==> config.mk <==
export PLATFORM = sky130hd
export DESIGN_NAME = bitmap_fill_writer_flat
export DESIGN_NICKNAME = d
export VERILOG_FILES = /design/src/rtl/bitmap_fill_writer_pkg.sv /design/src/rtl/bitmap_fill_writer_if.sv /design/src/rtl/bitmap_fill_writer.sv /design/src/flat_wrapper.sv
export SDC_FILE = /design/constraint.sdc
export NUM_CORES = 1
export LEC_CHECK = 0
export ABC_AREA = 1
export BUFFER_PORTS_ARGS = -buffer_cell sky130_fd_sc_hd__buf_4
export CAP_MARGIN = 15
export CORE_MARGIN = 8
export CORE_UTILIZATION = 39
export DETAILED_ROUTE_END_ITERATION = 10
export PLACE_DENSITY_LB_ADDON = 0.08
export SLEW_MARGIN = 30
export SYNTH_ARGS = -nofsm -noshare
export SYNTH_HDL_FRONTEND = slang
export SYNTH_SLANG_ARGS = --single-unit
==> constraint.sdc <==
create_clock -name clk -period 1.5 [get_ports clk]
set_clock_uncertainty 0.1 [all_clocks]
set_input_delay 0.3 -clock clk [delete_from_list [all_inputs] [get_ports clk]]
set_output_delay 0.3 -clock clk [all_outputs]
set_load 0.02 [all_outputs]
==> src/rtl/bitmap_fill_writer_pkg.sv <==
// rtl/bitmap_fill_writer_pkg.sv - shared types and bitmap geometry defaults for the fill writer
package bitmap_pkg;

   // Geometry shared with the dual-port bitmap RAM and the VGA reader
   localparam int BM_NLOC  = 1024;
   localparam int BM_DBITS = 12;

   typedef enum logic [1:0] {
      IDLE,
      WRITE,
      DONE
   } bfw_state_t;

   typedef enum logic {
      OP_SINGLE = 1'b0,
      OP_FILL   = 1'b1
   } bfw_op_t;

endpackage

==> src/rtl/bitmap_fill_writer_if.sv <==
// rtl/bitmap_fill_writer_if.sv - command and bitmap write-port bundle for the fill writer
interface bitmap_fill_writer_if
   import bitmap_pkg::*;
#(
   parameter int NLOC  = BM_NLOC,
   parameter int DBITS = BM_DBITS
) ();

   localparam int AW = $clog2(NLOC);

   logic             cmd_valid;
   logic             cmd_ready;
   logic             cmd_op;
   logic [AW-1:0]    cmd_addr;
   logic [AW:0]      cmd_len;
   logic [DBITS-1:0] cmd_color;
   logic             bm_we;
   logic [AW-1:0]    bm_addr;
   logic [DBITS-1:0] bm_wdata;
   logic             busy;
   logic             done;
   logic             clip_err;

   // Command issuer (processor MMIO side)
   modport master (
      output cmd_valid, cmd_op, cmd_addr, cmd_len, cmd_color,
      input  cmd_ready, bm_we, bm_addr, bm_wdata, busy, done, clip_err
   );

   // Fill writer engine
   modport slave (
      input  cmd_valid, cmd_op, cmd_addr, cmd_len, cmd_color,
      output cmd_ready, bm_we, bm_addr, bm_wdata, busy, done, clip_err
   );

endinterface

==> src/rtl/bitmap_fill_writer.sv <==
// rtl/bitmap_fill_writer.sv - single-pixel / run-fill write engine for the bitmap RAM (optional BITMAP_FILL_WRITER_CNT_EN write counter)
module bitmap_fill_writer
   import bitmap_pkg::*;
#(
   parameter int Nloc  = BM_NLOC,
   parameter int Dbits = BM_DBITS
) (
   input  logic                  clk,
   input  logic                  reset_n,
   bitmap_fill_writer_if.slave   bus
`ifdef BITMAP_FILL_WRITER_CNT_EN
   ,
   input  logic                  cnt_clr,
   output logic [15:0]           wr_count
`endif
);

   localparam int AW = $clog2(Nloc);
   localparam int LW = AW + 1;
   localparam logic [LW-1:0] NLOC_L    = LW'(Nloc);
   localparam logic [LW-1:0] LAST_ADDR = LW'(Nloc - 1);

   bfw_state_t       r_state, w_next_state;
   logic [AW-1:0]    r_cur, w_next_cur;
   logic [LW-1:0]    r_rem, w_next_rem;
   logic [Dbits-1:0] r_color, w_next_color;
   logic             r_clip, w_next_clip;
   logic             r_we, r_done, r_busy, r_ready;
   logic [LW-1:0]    w_eff_len;
   logic             w_accept;
   logic             w_last;

   // Next-state, counters and clip flag; address compares are widened so Nloc-1 never wraps
   always_comb begin
      w_next_state = r_state;
      w_next_cur   = r_cur;
      w_next_rem   = r_rem;
      w_next_color = r_color;
      w_next_clip  = r_clip;
      w_eff_len    = (bfw_op_t'(bus.cmd_op) == OP_FILL) ? bus.cmd_len : LW'(1);
      w_accept     = bus.cmd_valid && (r_state == IDLE);
      w_last       = (r_rem <= LW'(1)) || ({1'b0, r_cur} == LAST_ADDR);

      case (r_state)
         IDLE: begin
            if (w_accept) begin
               w_next_clip = 1'b0;
               if ({1'b0, bus.cmd_addr} >= NLOC_L) begin
                  w_next_clip  = 1'b1;
                  w_next_state = DONE;
               end else if (w_eff_len == '0) begin
                  w_next_state = DONE;
               end else begin
                  w_next_cur   = bus.cmd_addr;
                  w_next_rem   = w_eff_len;
                  w_next_color = bus.cmd_color;
                  w_next_state = WRITE;
               end
            end
         end
         WRITE: begin
            if (w_last) begin
               // Hitting the end of the bitmap with pixels still owed truncates the run
               if (r_rem > LW'(1)) begin
                  w_next_clip = 1'b1;
               end
               w_next_state = DONE;
            end else begin
               w_next_cur = r_cur + AW'(1);
               w_next_rem = r_rem - LW'(1);
            end
         end
         DONE: begin
            w_next_state = IDLE;
         end
         default: begin
            w_next_state = IDLE;
         end
      endcase
   end

   // State, datapath and registered status outputs derived from the next state
   always_ff @(posedge clk or negedge reset_n) begin
      if (!reset_n) begin
         r_state <= IDLE;
         r_cur   <= '0;
         r_rem   <= '0;
         r_color <= '0;
         r_clip  <= 1'b0;
         r_we    <= 1'b0;
         r_done  <= 1'b0;
         r_busy  <= 1'b0;
         r_ready <= 1'b1;
      end else begin
         r_state <= w_next_state;
         r_cur   <= w_next_cur;
         r_rem   <= w_next_rem;
         r_color <= w_next_color;
         r_clip  <= w_next_clip;
         r_we    <= (w_next_state == WRITE);
         r_done  <= (w_next_state == DONE);
         r_busy  <= (w_next_state != IDLE);
         r_ready <= (w_next_state == IDLE);
      end
   end

   assign bus.cmd_ready = r_ready;
   assign bus.bm_we     = r_we;
   assign bus.bm_addr   = r_cur;
   assign bus.bm_wdata  = r_color;
   assign bus.busy      = r_busy;
   assign bus.done      = r_done;
   assign bus.clip_err  = r_clip;

`ifdef BITMAP_FILL_WRITER_CNT_EN
   logic [15:0] r_wr_count;

   // Saturating count of write cycles; clear wins over increment
   always_ff @(posedge clk or negedge reset_n) begin
      if (!reset_n) begin
         r_wr_count <= '0;
      end else if (cnt_clr) begin
         r_wr_count <= '0;
      end else if (r_we && (r_wr_count != 16'hFFFF)) begin
         r_wr_count <= r_wr_count + 16'd1;
      end
   end

   assign wr_count = r_wr_count;
`endif

endmodule

==> src/flat_wrapper.sv <==
// flat-port wrapper written by rule: the top's interface ports become plain ports
module bitmap_fill_writer_flat import bitmap_pkg::*;
#(
   parameter int Nloc  = BM_NLOC,
   parameter int Dbits = BM_DBITS
)
  (clk, reset_n, bus_cmd_valid, bus_cmd_op, bus_cmd_addr, bus_cmd_len, bus_cmd_color, bus_cmd_ready, bus_bm_we, bus_bm_addr, bus_bm_wdata, bus_busy, bus_done, bus_clip_err);
  bitmap_fill_writer_if #(.NLOC((BM_NLOC)), .DBITS((BM_DBITS))) bus_i ();
  input  logic clk;
  input  logic reset_n;
  input wire logic [$bits(bus_i.cmd_valid)-1:0] bus_cmd_valid;
  input wire logic [$bits(bus_i.cmd_op)-1:0] bus_cmd_op;
  input wire logic [$bits(bus_i.cmd_addr)-1:0] bus_cmd_addr;
  input wire logic [$bits(bus_i.cmd_len)-1:0] bus_cmd_len;
  input wire logic [$bits(bus_i.cmd_color)-1:0] bus_cmd_color;
  output wire logic [$bits(bus_i.cmd_ready)-1:0] bus_cmd_ready;
  output wire logic [$bits(bus_i.bm_we)-1:0] bus_bm_we;
  output wire logic [$bits(bus_i.bm_addr)-1:0] bus_bm_addr;
  output wire logic [$bits(bus_i.bm_wdata)-1:0] bus_bm_wdata;
  output wire logic [$bits(bus_i.busy)-1:0] bus_busy;
  output wire logic [$bits(bus_i.done)-1:0] bus_done;
  output wire logic [$bits(bus_i.clip_err)-1:0] bus_clip_err;
  assign bus_i.cmd_valid = bus_cmd_valid;
  assign bus_i.cmd_op = bus_cmd_op;
  assign bus_i.cmd_addr = bus_cmd_addr;
  assign bus_i.cmd_len = bus_cmd_len;
  assign bus_i.cmd_color = bus_cmd_color;
  assign bus_cmd_ready = bus_i.cmd_ready;
  assign bus_bm_we = bus_i.bm_we;
  assign bus_bm_addr = bus_i.bm_addr;
  assign bus_bm_wdata = bus_i.bm_wdata;
  assign bus_busy = bus_i.busy;
  assign bus_done = bus_i.done;
  assign bus_clip_err = bus_i.clip_err;
  bitmap_fill_writer #(.Nloc(Nloc), .Dbits(Dbits)) u_core (.clk(clk), .reset_n(reset_n), .bus(bus_i));
endmodule
-- Word level (Yosys, flattened, before mapping)
Index checks and enable logic that the tools add are counted.
- register bits: 40
- input bits: 37
- output and inout bits: 27
- logic and storage cells: 50
- add/sub/neg operators: 2
- order comparisons: 2
- equality and inequality tests: 9
- muxes and demuxes: 17
- bitwise logic cells: 1
- reductions and logical operators: 10
- operators with widths (operator ; count):
    $mux W11 ; 4
    $mux W10 ; 3
    $pmux W11 S2 ; 1
    $pmux W10 S2 ; 1
    $gt A11 B1 Y1 const B ; 1
    $le A11 B1 Y1 const B ; 1
    $logic_not A11 Y1 ; 1
    $sub A11 B1 Y11 const B ; 1
    $add A10 B1 Y10 const B ; 1
    $eq A10 B10 Y1 const B ; 1
    $reduce_and A4 Y1 ; 2
    $mux W2 ; 3
    $ne A2 B1 Y1 const B ; 3
    $eq A2 B1 Y1 const B ; 2
    $logic_not A2 Y1 ; 2
    $ne A2 B2 Y1 const B ; 2
    $pmux W2 S2 ; 1
    $reduce_bool A2 Y1 ; 2
    $mux W1 ; 3
    $reduce_and A3 Y1 ; 1
    $eq A2 B2 Y1 const B ; 1
    $pmux W1 S2 ; 1
    $logic_and A1 B1 Y1 ; 1
    $logic_or A1 B1 Y1 ; 1
    $not A1 Y1 ; 1

-- Longest topological paths before layout
Gate-level depths: netlist of run 1.
- depth after elaboration: 6
- gate-level depth with buffers: 10
- mapped depth without buffers: 10

-- Worst setup path after synthesis of run 1
No wires, ideal clock.
- kind: reg-to-reg
- from: register u_core.r_cur[0], in the netlist u_core.bus.bm_addr[0]
- to: register u_core.r_cur[2], in the netlist u_core.bus.bm_addr[2]
- setup time: 0.117 ns
- data arrival time: 1.531 ns
- data required time: 1.283 ns
- path slack: -0.248 ns
- stages on the path, launching flop included: 10
- buffers on the path: 1
- clock period less this slack: 1.748 ns
- path through: dfrtp_1 -> ha_1 -> nand2_1 -> nor2_2 -> nand3b_2 -> nand4_4 -> nand2_4 -> buf_6 -> nand2_1 -> nand2_1
- longest elaborated chain between the ends: 4
- elaborated cells on any way between the ends: 7
- those cells by class: add/sub (1); eq/ne (2); mux (2); reduce/logical (2)
- ends and longest elaborated chain (what ; RTL line ; source):
    start: declaration ; bitmap_fill_writer.sv:24 ; logic [AW-1:0] r_cur, w_next_cur;
    start signal: assignment ; bitmap_fill_writer.sv:96 ; r_cur <= w_next_cur;
    branches (longest 4 deep; another with $add A10 B1 Y10) ; -- ;
Parallel ways; which one is timed is not known. The select of a mux whose other input is x is not followed.
A chain may end at the register's enable or synchronous reset.

-- Final worst setup path of run 1
- from: register u_core.r_rem[3]
- to: register u_core.r_cur[1], in the netlist u_core.bus.bm_addr[1]
- longest elaborated chain between the ends: 4
- ends and longest elaborated chain (what ; RTL line ; source):
    start: declaration ; bitmap_fill_writer.sv:25 ; logic [LW-1:0] r_rem, w_next_rem;
    start signal: assignment ; bitmap_fill_writer.sv:97 ; r_rem <= w_next_rem;
    $le A11 B1 Y1 ; bitmap_fill_writer.sv:42 ; w_last = (r_rem <= LW'(1)) || ({1'b0, r_cur} == LAST_ADDR);
    $logic_or A1 B1 Y1 ; bitmap_fill_writer.sv:42 ;
    $ne A2 B2 Y1 (no line) ; -- ;
    $reduce_and A4 Y1 (no line) ; -- ;
No other way between the ends.

==> run_summary.xml, run 1 <==
<?xml version="1.0" encoding="UTF-8"?>
<metrics>
  <group name="status">
    <metric name="outcome" unit="">complete, but fails checks</metric>
    <metric name="violations_in_the_final_reports" unit="">negative setup slack</metric>
  </group>
  <group name="synth">
    <metric name="netlist_top_cells_area" unit="">dfrtp_1 41%, nand2_1 20%, nand3_1 11%</metric>
    <metric name="synth-async-reset-ratio" unit="%">100</metric>
    <metric name="flip_flop_and_latch_count_after_synthesis" unit="">40</metric>
    <metric name="yosysTopAreaCell" unit="">dfrtp_1</metric>
    <metric name="synthSimpleGateAreaFrac" unit="%">40.6</metric>
    <metric name="synth_sequential_area_ratio" unit="%">42.2</metric>
    <metric name="synth.cell_area" unit="mm^2">0.00237</metric>
    <metric name="synth.avg_cell_area" unit="um^2">7.22</metric>
    <metric name="synth_mux_area_share" unit="%">0</metric>
    <metric name="combinational_family_with_the_most_area_after_synthesis" unit="">simple AND/OR/NAND/NOR gates</metric>
    <metric name="synth.top_cell.area_share" unit="%">41.1</metric>
    <metric name="synth-edff-count" unit="">0</metric>
    <metric name="number_of_instances_in_the_synthesized_netlist" unit="">329</metric>
    <metric name="yosys.cell_types.count" unit="">28</metric>
    <metric name="synthesized_netlist_net_count" unit="">369</metric>
    <metric name="synth_fa_ha_area_share" unit="%">1.58</metric>
    <metric name="ys_warnings" unit="">0</metric>
    <metric name="synth-compound-area-share" unit="%">5.58</metric>
    <metric name="yosys_most_used_dff" unit="">dfrtp_1</metric>
    <metric name="post_synthesis_share_of_cell_area_spent_on_xor_and_xnor_gates" unit="%">1.84</metric>
  </group>
  <group name="floorplan">
    <metric name="die_h" unit="um">94.0</metric>
    <metric name="fp.dieArea" unit="mm^2">0.00884</metric>
    <metric name="floorplan.initialDensity" unit="%">40.1</metric>
    <metric name="floorplan.io_pins" unit="">64</metric>
    <metric name="fp-row-count" unit="">28</metric>
    <metric name="floorplan.core_area" unit="mm^2">0.00592</metric>
    <metric name="die_width" unit="um">94.0</metric>
  </group>
  <group name="grt">
    <metric name="antenna_violations_before_repair" unit="">0</metric>
    <metric name="grt.total_usage" unit="%">15.9</metric>
    <metric name="global_route.overflow_total" unit="">0</metric>
    <metric name="vias_in_the_first_global_route" unit="">2474</metric>
    <metric name="grt_first_pass_wirelength" unit="um">11400</metric>
    <metric name="largest_net_degree_at_the_start_of_global_routing" unit="">41</metric>
  </group>
  <group name="sta">
    <metric name="drv_slew" unit="">0</metric>
    <metric name="final_period_minus_worst_setup_slack" unit="ns">1.71</metric>
    <metric name="fin_ws" unit="ns">-0.212</metric>
    <metric name="slew_headroom" unit="%">65.4</metric>
    <metric name="final_hold_viol_count" unit="">0</metric>
    <metric name="grt_setup_unrepaired" unit="">true</metric>
    <metric name="fin_hold_ws" unit="ns">0.119</metric>
    <metric name="max_slew.worst_pin.slew" unit="ns">0.518</metric>
    <metric name="finalSetupViolCount" unit="">26</metric>
    <metric name="setup_tns" unit="ns">-4.56</metric>
    <metric name="fmax" unit="MHz">584</metric>
    <metric name="finalCritPeriodShare" unit="%">114</metric>
  </group>
  <group name="critical_path">
    <metric name="worst-endpoint-arrival" unit="ns">1.82</metric>
    <metric name="maximum_fanout_count_along_the_critical_path" unit="">11</metric>
    <metric name="regToRegSetupSlack" unit="ns">-0.21</metric>
    <metric name="crit_chain" unit="">nor2_2 -&gt; nand2_1 -&gt; nor2_2 -&gt; nand2_2 -&gt; nand4_4 -&gt; buf_6 -&gt; nand2_8 -&gt; nand2_1 -&gt; nand2_1</metric>
    <metric name="critical-path-slowest-cell" unit="">dfrtp_2</metric>
    <metric name="path_buf_inv" unit="">1</metric>
    <metric name="crit-reg2reg-capture" unit="">u_core.bus.bm_addr[1]</metric>
    <metric name="crit_required" unit="ns">1.61</metric>
    <metric name="critical-path-top-delay-family" unit="">simple AND/OR/NAND/NOR gates</metric>
    <metric name="critPathCapture" unit="">u_core.bus.bm_addr[1]</metric>
    <metric name="setup.worst_path.class" unit="">flip-flop to flip-flop</metric>
    <metric name="r2r_start" unit="">u_core.r_rem[3]</metric>
    <metric name="path_depth" unit="">9</metric>
    <metric name="setup.worst_path.end_class" unit="">flip-flop</metric>
    <metric name="worst_path_largest_cell_delay" unit="ns">0.48</metric>
    <metric name="count_of_cells_along_the_worst_register_to_register_path" unit="">9</metric>
    <metric name="crit_top_cell" unit="">nand2_1</metric>
    <metric name="critical_path.startpoint" unit="">u_core.r_rem[3]</metric>
    <metric name="critical_path.startpoint_type" unit="">flip-flop</metric>
  </group>
  <group name="pwr">
    <metric name="post-layout-total-power" unit="mW">8.11</metric>
    <metric name="p_leak" unit="nW">1.96</metric>
    <metric name="power_per_cell_area" unit="mW/mm^2">2190</metric>
    <metric name="ir_worst_vdd" unit="V">0.000995</metric>
  </group>
  <group name="hold_path">
    <metric name="min_path_type" unit="">input pin to flip-flop</metric>
  </group>
  <group name="drt">
    <metric name="dr.first_iter.drc_count" unit="">93</metric>
    <metric name="route.final.wire_length" unit="um">7390</metric>
    <metric name="wl_per_cell" unit="um">14.3</metric>
    <metric name="route.detailed.drc" unit="">0</metric>
    <metric name="detailroute.via_count" unit="">2551</metric>
    <metric name="vias_per_cell" unit="">4.92</metric>
    <metric name="antenna_violating_nets_post_route" unit="">0</metric>
    <metric name="firstDrtPassIters" unit="">4</metric>
  </group>
  <group name="clocking">
    <metric name="worst_setup_hold_path_clk_slew" unit="ns">0.09</metric>
    <metric name="tritoncts" unit="">done</metric>
    <metric name="clk_path_buf_depth" unit="">2</metric>
    <metric name="cts_root_buffer" unit="">clkbuf_8</metric>
    <metric name="cts_sinks" unit="">40</metric>
    <metric name="number_of_buffers_created_by_cts" unit="">5</metric>
    <metric name="clkLatencyLatePin" unit="ns">0.31</metric>
    <metric name="htree_num_levels" unit="">2</metric>
  </group>
  <group name="flow_run">
    <metric name="timing.max_cap.violations" unit="">0</metric>
  </group>
  <group name="place">
    <metric name="dp.final_hpwl" unit="um">4970</metric>
    <metric name="placedInstanceArea" unit="mm^2">0.00325</metric>
    <metric name="placement.setup.worst_slack" unit="ns">-0.112</metric>
    <metric name="io_buffer_count" unit="">63</metric>
    <metric name="place.gp.congestion" unit="">0.829</metric>
  </group>
  <group name="cells_and_area">
    <metric name="num-nets-final" unit="">482</metric>
    <metric name="areaGrowthSynthToFinish" unit="%">55.8</metric>
    <metric name="fin_area" unit="mm^2">0.00370</metric>
    <metric name="layout-drive-gt1-share" unit="%">42.2</metric>
    <metric name="antenna_cells" unit="">0</metric>
  </group>
</metrics>
-- cell families (layout without fill, tap and decap cells) --
logic type                 after synthesis  in the layout
adders and majority gates                3              3
AOI/OAI and AO/OA                       25             25
and+or+nand+nor                        216            218
xor gates and xnor gates                 5              5
buffers and inverters                   40            152
DFF                                     40             40
-- how the worst min path moves through the flow --
stage / endpoint / depth (start not counted) / slack (ns) / start
after CTS: u_core.bus.bm_wdata[2] / 3 / 0.11 / bus_cmd_color[2]
final: u_core.bus.bm_wdata[2] / 3 / 0.12 / bus_cmd_color[2]
after global placement: u_core.r_rem[5] / 1 / 0.22 / reset_n
after detailed placement: u_core.r_rem[5] / 1 / 0.22 / reset_n
after global routing: u_core.bus.bm_wdata[2] / 3 / 0.11 / bus_cmd_color[2]
after floorplan: u_core.bus.bm_addr[0] / 0 / -0.1 / reset_n
-- cell type report --
class,count,area (um^2)
Inverter,27,101
Sequential cell,40,1010
Tap cell,75,93.8
Clock buffer,5,68.8
Fill cell,541,2220
Multi-Input combinational cell,251,1420
Timing Repair Buffer,117,958
Clock inverter,3,46.3
-- stage by stage --
step                      utilization [%]  std cells
after floorplan                         -        329
after global placement               54.9        499
after detailed placement             54.9        499
after CTS                            57.8        509
after global routing                 62.5        518
final                                62.5        518
-- per-layer routing --
layer | global-route usage, % | vias up | wire length, um
met2 | 27.2 | 56 | 3770
met4 | 4.62 | 0 | 75
met1 | 19.3 | 1207 | 3140
met5 | 0 | - | 0
li1 | - | 1279 | -
met3 | 4.00 | 9 | 409
-- flip-flops by register name, summed over array words and instances, names as in the netlist --
register / flops
u_core.bus.bm_wdata: 12
u_core.r_rem: 11
u_core.bus.bm_addr: 10
u_core.r_state: 2
u_core.bus.bm_we: 1
u_core.bus.busy: 1
u_core.bus.clip_err: 1
u_core.bus.cmd_ready: 1
u_core.bus.done: 1
-- layout by cell type (no fill, tap or decap), types with 4 or more instances in the layout --
master / synthesis / layout
nand2_1: 128 / 119
buf_4: 5 / 108
dfrtp_1: 39 / 32
nand3_1: 50 / 31
inv_1: 26 / 23
nand3_2: 0 / 19
nor2_1: 19 / 17
o21ai_0: 15 / 15
nand2_2: 2 / 10
dfrtp_2: 0 / 7
clkbuf_8: 0 / 5
inv_2: 1 / 4
nor3_1: 5 / 4
nor2_2: 4 / 4
a21oi_1: 6 / 4
-- synthesized netlist by cell type, types with 3 or more instances --
cell and number:
o21ai_0 15, clkbuf_1 3, buf_6 3, dfrtp_1 39, nor2_1 19, nand2_1 128
nand3_1 50, nor3_1 5, inv_1 26, ha_1 3, a21oi_1 6, nor2_2 4
buf_4 5, xor2_1 3
-- worst reg2reg max path: cells and delay by family, from the launching register on --
kind	cells	cell delay (ns)
AND/OR/NAND/NOR	8	0.89
buffers and inverters	1	0.14
flip-flops	1	0.48
-- power by group --
group	leakage, nW	internal, mW	total (mW)	switching, mW
registers	0.487	1.59	1.99	0.401
clock network	0.0548	0.502	0.945	0.443
logic	1.42	2.33	5.17	2.84
total	1.96	4.42	8.11	3.69
-- repair_timing --
| action | in CTS | in global routing |
|---|---|---|
| cloned | 0 | 3 |
| hold buffers | 1 | 0 |
| endpoints found under the setup margin | 26 | 26 |
| buffers inserted | 1 | 6 |
| hold endpoints to repair | 39 | 0 |
| gates resized for setup | 10 | 42 |
| pin swaps | 3 | 7 |
Note: power is estimated with default switching activity, not from simulation.
==> run 2: changes to the inputs <==
- CORE_ASPECT_RATIO: not set -> 0.8
==> run 2 against run 1 <==
Compared with the run above:
- the flow still finishes with violations (negative setup slack)
- sequential power down 2%
- maximum frequency down 0.12%
- largest cell class unchanged
- routed wire length up 5.2%
- largest power group unchanged
- global-route usage up 2.2 points
- hold slack better by 0.016 ns
- first-iteration DRC count up 20%
- cell count up 4.1%
- critical path depth up 2
- critical path type unchanged
- non-clock buffer count up 14
- sequential share of layout area down 1.4 points
- power up 9.0%
- critical endpoint is now u_core.r_rem[6]
==> run_summary.xml, run 2 (synthesized netlist as in run 1, its figures left out) <==
<?xml version="1.0" encoding="UTF-8"?>
<metrics>
  <group name="status">
    <metric name="outcome" unit="">complete, but fails checks</metric>
    <metric name="violations_in_the_final_reports" unit="">negative setup slack</metric>
  </group>
  <group name="sta">
    <metric name="fin_ws" unit="ns">-0.214</metric>
    <metric name="max_slew.worst_pin.slew" unit="ns">0.524</metric>
    <metric name="final_period_minus_worst_setup_slack" unit="ns">1.71</metric>
    <metric name="fin_hold_ws" unit="ns">0.134</metric>
    <metric name="fmax" unit="MHz">583</metric>
    <metric name="final_hold_viol_count" unit="">0</metric>
    <metric name="finalSetupViolCount" unit="">26</metric>
    <metric name="slew_headroom" unit="%">65.1</metric>
    <metric name="grt_setup_unrepaired" unit="">true</metric>
    <metric name="finalCritPeriodShare" unit="%">114</metric>
    <metric name="setup_tns" unit="ns">-3.35</metric>
    <metric name="drv_slew" unit="">0</metric>
  </group>
  <group name="pwr">
    <metric name="post-layout-total-power" unit="mW">8.84</metric>
    <metric name="p_leak" unit="nW">2.06</metric>
    <metric name="ir_worst_vdd" unit="V">0.00113</metric>
    <metric name="power_per_cell_area" unit="mW/mm^2">2270</metric>
  </group>
  <group name="cells_and_area">
    <metric name="layout_common_cells" unit="">121 x buf_4, 104 x nand2_1, 42 x nand3_1</metric>
    <metric name="largest_reg_flops" unit="">12</metric>
    <metric name="register_area" unit="mm^2">0.00101</metric>
    <metric name="final_common_cell" unit="">buf_4</metric>
    <metric name="antenna_cells" unit="">0</metric>
    <metric name="footprint_of_the_multi_input_gates" unit="mm^2">0.00147</metric>
    <metric name="num-nets-final" unit="">497</metric>
    <metric name="num-fill-cells" unit="">511</metric>
    <metric name="postLayoutCoreUtil" unit="%">65.9</metric>
    <metric name="layout-drive-gt1-share" unit="%">45.4</metric>
    <metric name="areaGrowthSynthToFinish" unit="%">64.0</metric>
  </group>
  <group name="clocking">
    <metric name="cts_sinks" unit="">40</metric>
    <metric name="number_of_buffers_created_by_cts" unit="">5</metric>
    <metric name="tritoncts" unit="">done</metric>
    <metric name="clkLatencyLatePin" unit="ns">0.29</metric>
    <metric name="cts_root_buffer" unit="">clkbuf_8</metric>
    <metric name="worst_setup_hold_path_clk_slew" unit="ns">0.08</metric>
    <metric name="clk_path_buf_depth" unit="">2</metric>
    <metric name="htree_num_levels" unit="">2</metric>
  </group>
  <group name="critical_path">
    <metric name="setup.worst_path.class" unit="">flip-flop to flip-flop</metric>
    <metric name="maximum_fanout_count_along_the_critical_path" unit="">2</metric>
    <metric name="setup.worst_path.end_class" unit="">flip-flop</metric>
    <metric name="critical_path.startpoint_type" unit="">flip-flop</metric>
    <metric name="crit_required" unit="ns">1.59</metric>
    <metric name="worst-endpoint-arrival" unit="ns">1.80</metric>
  </group>
  <group name="grt">
    <metric name="global_route.overflow_total" unit="">0</metric>
    <metric name="grt_first_pass_wirelength" unit="um">12700</metric>
    <metric name="vias_in_the_first_global_route" unit="">2636</metric>
    <metric name="largest_net_degree_at_the_start_of_global_routing" unit="">41</metric>
    <metric name="grt.total_usage" unit="%">18.2</metric>
    <metric name="antenna_violations_before_repair" unit="">0</metric>
  </group>
  <group name="place">
    <metric name="io_buffer_count" unit="">63</metric>
    <metric name="place.gp.congestion" unit="">0.902</metric>
    <metric name="dp.final_hpwl" unit="um">5290</metric>
  </group>
  <group name="floorplan">
    <metric name="fp-row-count" unit="">25</metric>
    <metric name="die_width" unit="um">103</metric>
    <metric name="die_h" unit="um">85.8</metric>
    <metric name="floorplan.initialDensity" unit="%">40.2</metric>
    <metric name="floorplan.io_pins" unit="">64</metric>
    <metric name="floorplan.core_area" unit="mm^2">0.00591</metric>
    <metric name="fp.dieArea" unit="mm^2">0.00886</metric>
  </group>
  <group name="drt">
    <metric name="vias_per_cell" unit="">4.78</metric>
    <metric name="detailroute.via_count" unit="">2579</metric>
    <metric name="route.final.wire_length" unit="um">7780</metric>
    <metric name="route.detailed.drc" unit="">0</metric>
    <metric name="antenna_violating_nets_post_route" unit="">0</metric>
    <metric name="wl_per_cell" unit="um">14.4</metric>
    <metric name="dr.first_iter.drc_count" unit="">112</metric>
    <metric name="firstDrtPassIters" unit="">4</metric>
  </group>
  <group name="hold_path">
    <metric name="min_path_type" unit="">input pin to flip-flop</metric>
  </group>
  <group name="flow_run">
    <metric name="timing.max_cap.violations" unit="">0</metric>
  </group>
</metrics>
==> run 2: changes by cell type in the layout (fill, tap and decap cells not counted), sizes merged <==
cell / change
nand2: +1
clkbuf: -1
buf: +15
bufinv: +2
inv: -1
clkinvlp: -1
==> run 2: metrics by stage <==
step	setup WS (ns)	area [um^2]	std cells
CTS	-0.0958	3730	535
detailed placement	-0.224	3320	516
floorplan	-0.0384	2410	329
global route	-0.298	3890	539
global placement	-0.293	3320	516
finish	-0.214	3890	539
==> run 2: report_power, final <==
part           total, mW  leakage, nW  internal (mW)  switching, mW
combinational       5.66         1.50           2.54           3.12
clock               1.23       0.0784          0.832          0.395
sequential          1.95        0.488           1.59          0.359
total               8.84         2.06           4.97           3.87
==> run 2: path summary, 6_finish.rpt <==
kind	startpoint	end	slack, ns	cells past startpoint
min reg2reg	u_core.bus.bm_wdata[4]	u_core.bus.bm_wdata[4]	0.38	2
max	u_core.r_rem[1]	u_core.r_rem[6]	-0.21	11
max reg2reg	u_core.r_rem[1]	u_core.r_rem[6]	-0.21	11
min in group asynchronous	reset_n	u_core.r_rem[1]	0.41	2
min	bus_cmd_color[4]	u_core.bus.bm_wdata[4]	0.13	3
max in group asynchronous	reset_n	u_core.r_rem[0]	0.48	2
==> run 2: what timing repair did <==
item                                    4_1_cts  5_1_grt
endpoints found under the hold margin        39        0
gates cloned                                  4        0
setup buffers                                 6        6
pin swaps                                    10       10
endpoints found under the setup margin       26       38
resized for setup                            32       45
hold buffers                                  1        0
==> run 2: layer usage <==
layer | vias to the layer above | track usage (%) | part of all wire, %
met1 | 1199 | 23.4 | 45
met3 | 8 | 5.18 | 5.8
met4 | 0 | 3.54 | 0.76
met2 | 65 | 29.5 | 49
li1 | 1307 | - | -
met5 | - | 0 | 0
==> run 2: final cells by class <==
class | count | area share (%)
Clock buffer | 5 | 1.77
Clock inverter | 3 | 2.31
Inverter | 27 | 2.60
Multi-Input combinational cell | 252 | 37.8
Sequential cell | 40 | 25.9
Tap cell | 81 | 2.60
Timing Repair Buffer | 131 | 27.0
==> run 2: worst max-delay path, stage by stage (launching register included) <==
cell	delay [ns]
dfrtp_1	0.40
inv_2	0.11
buf_12	0.11
ha_4	0.12
buf_4	0.11
nand3_1	0.10
nor2_2	0.16
a21oi_1	0.10
o21ai_0	0.09
nand2_1	0.09
nand2_2	0.07
nand2_1	0.05
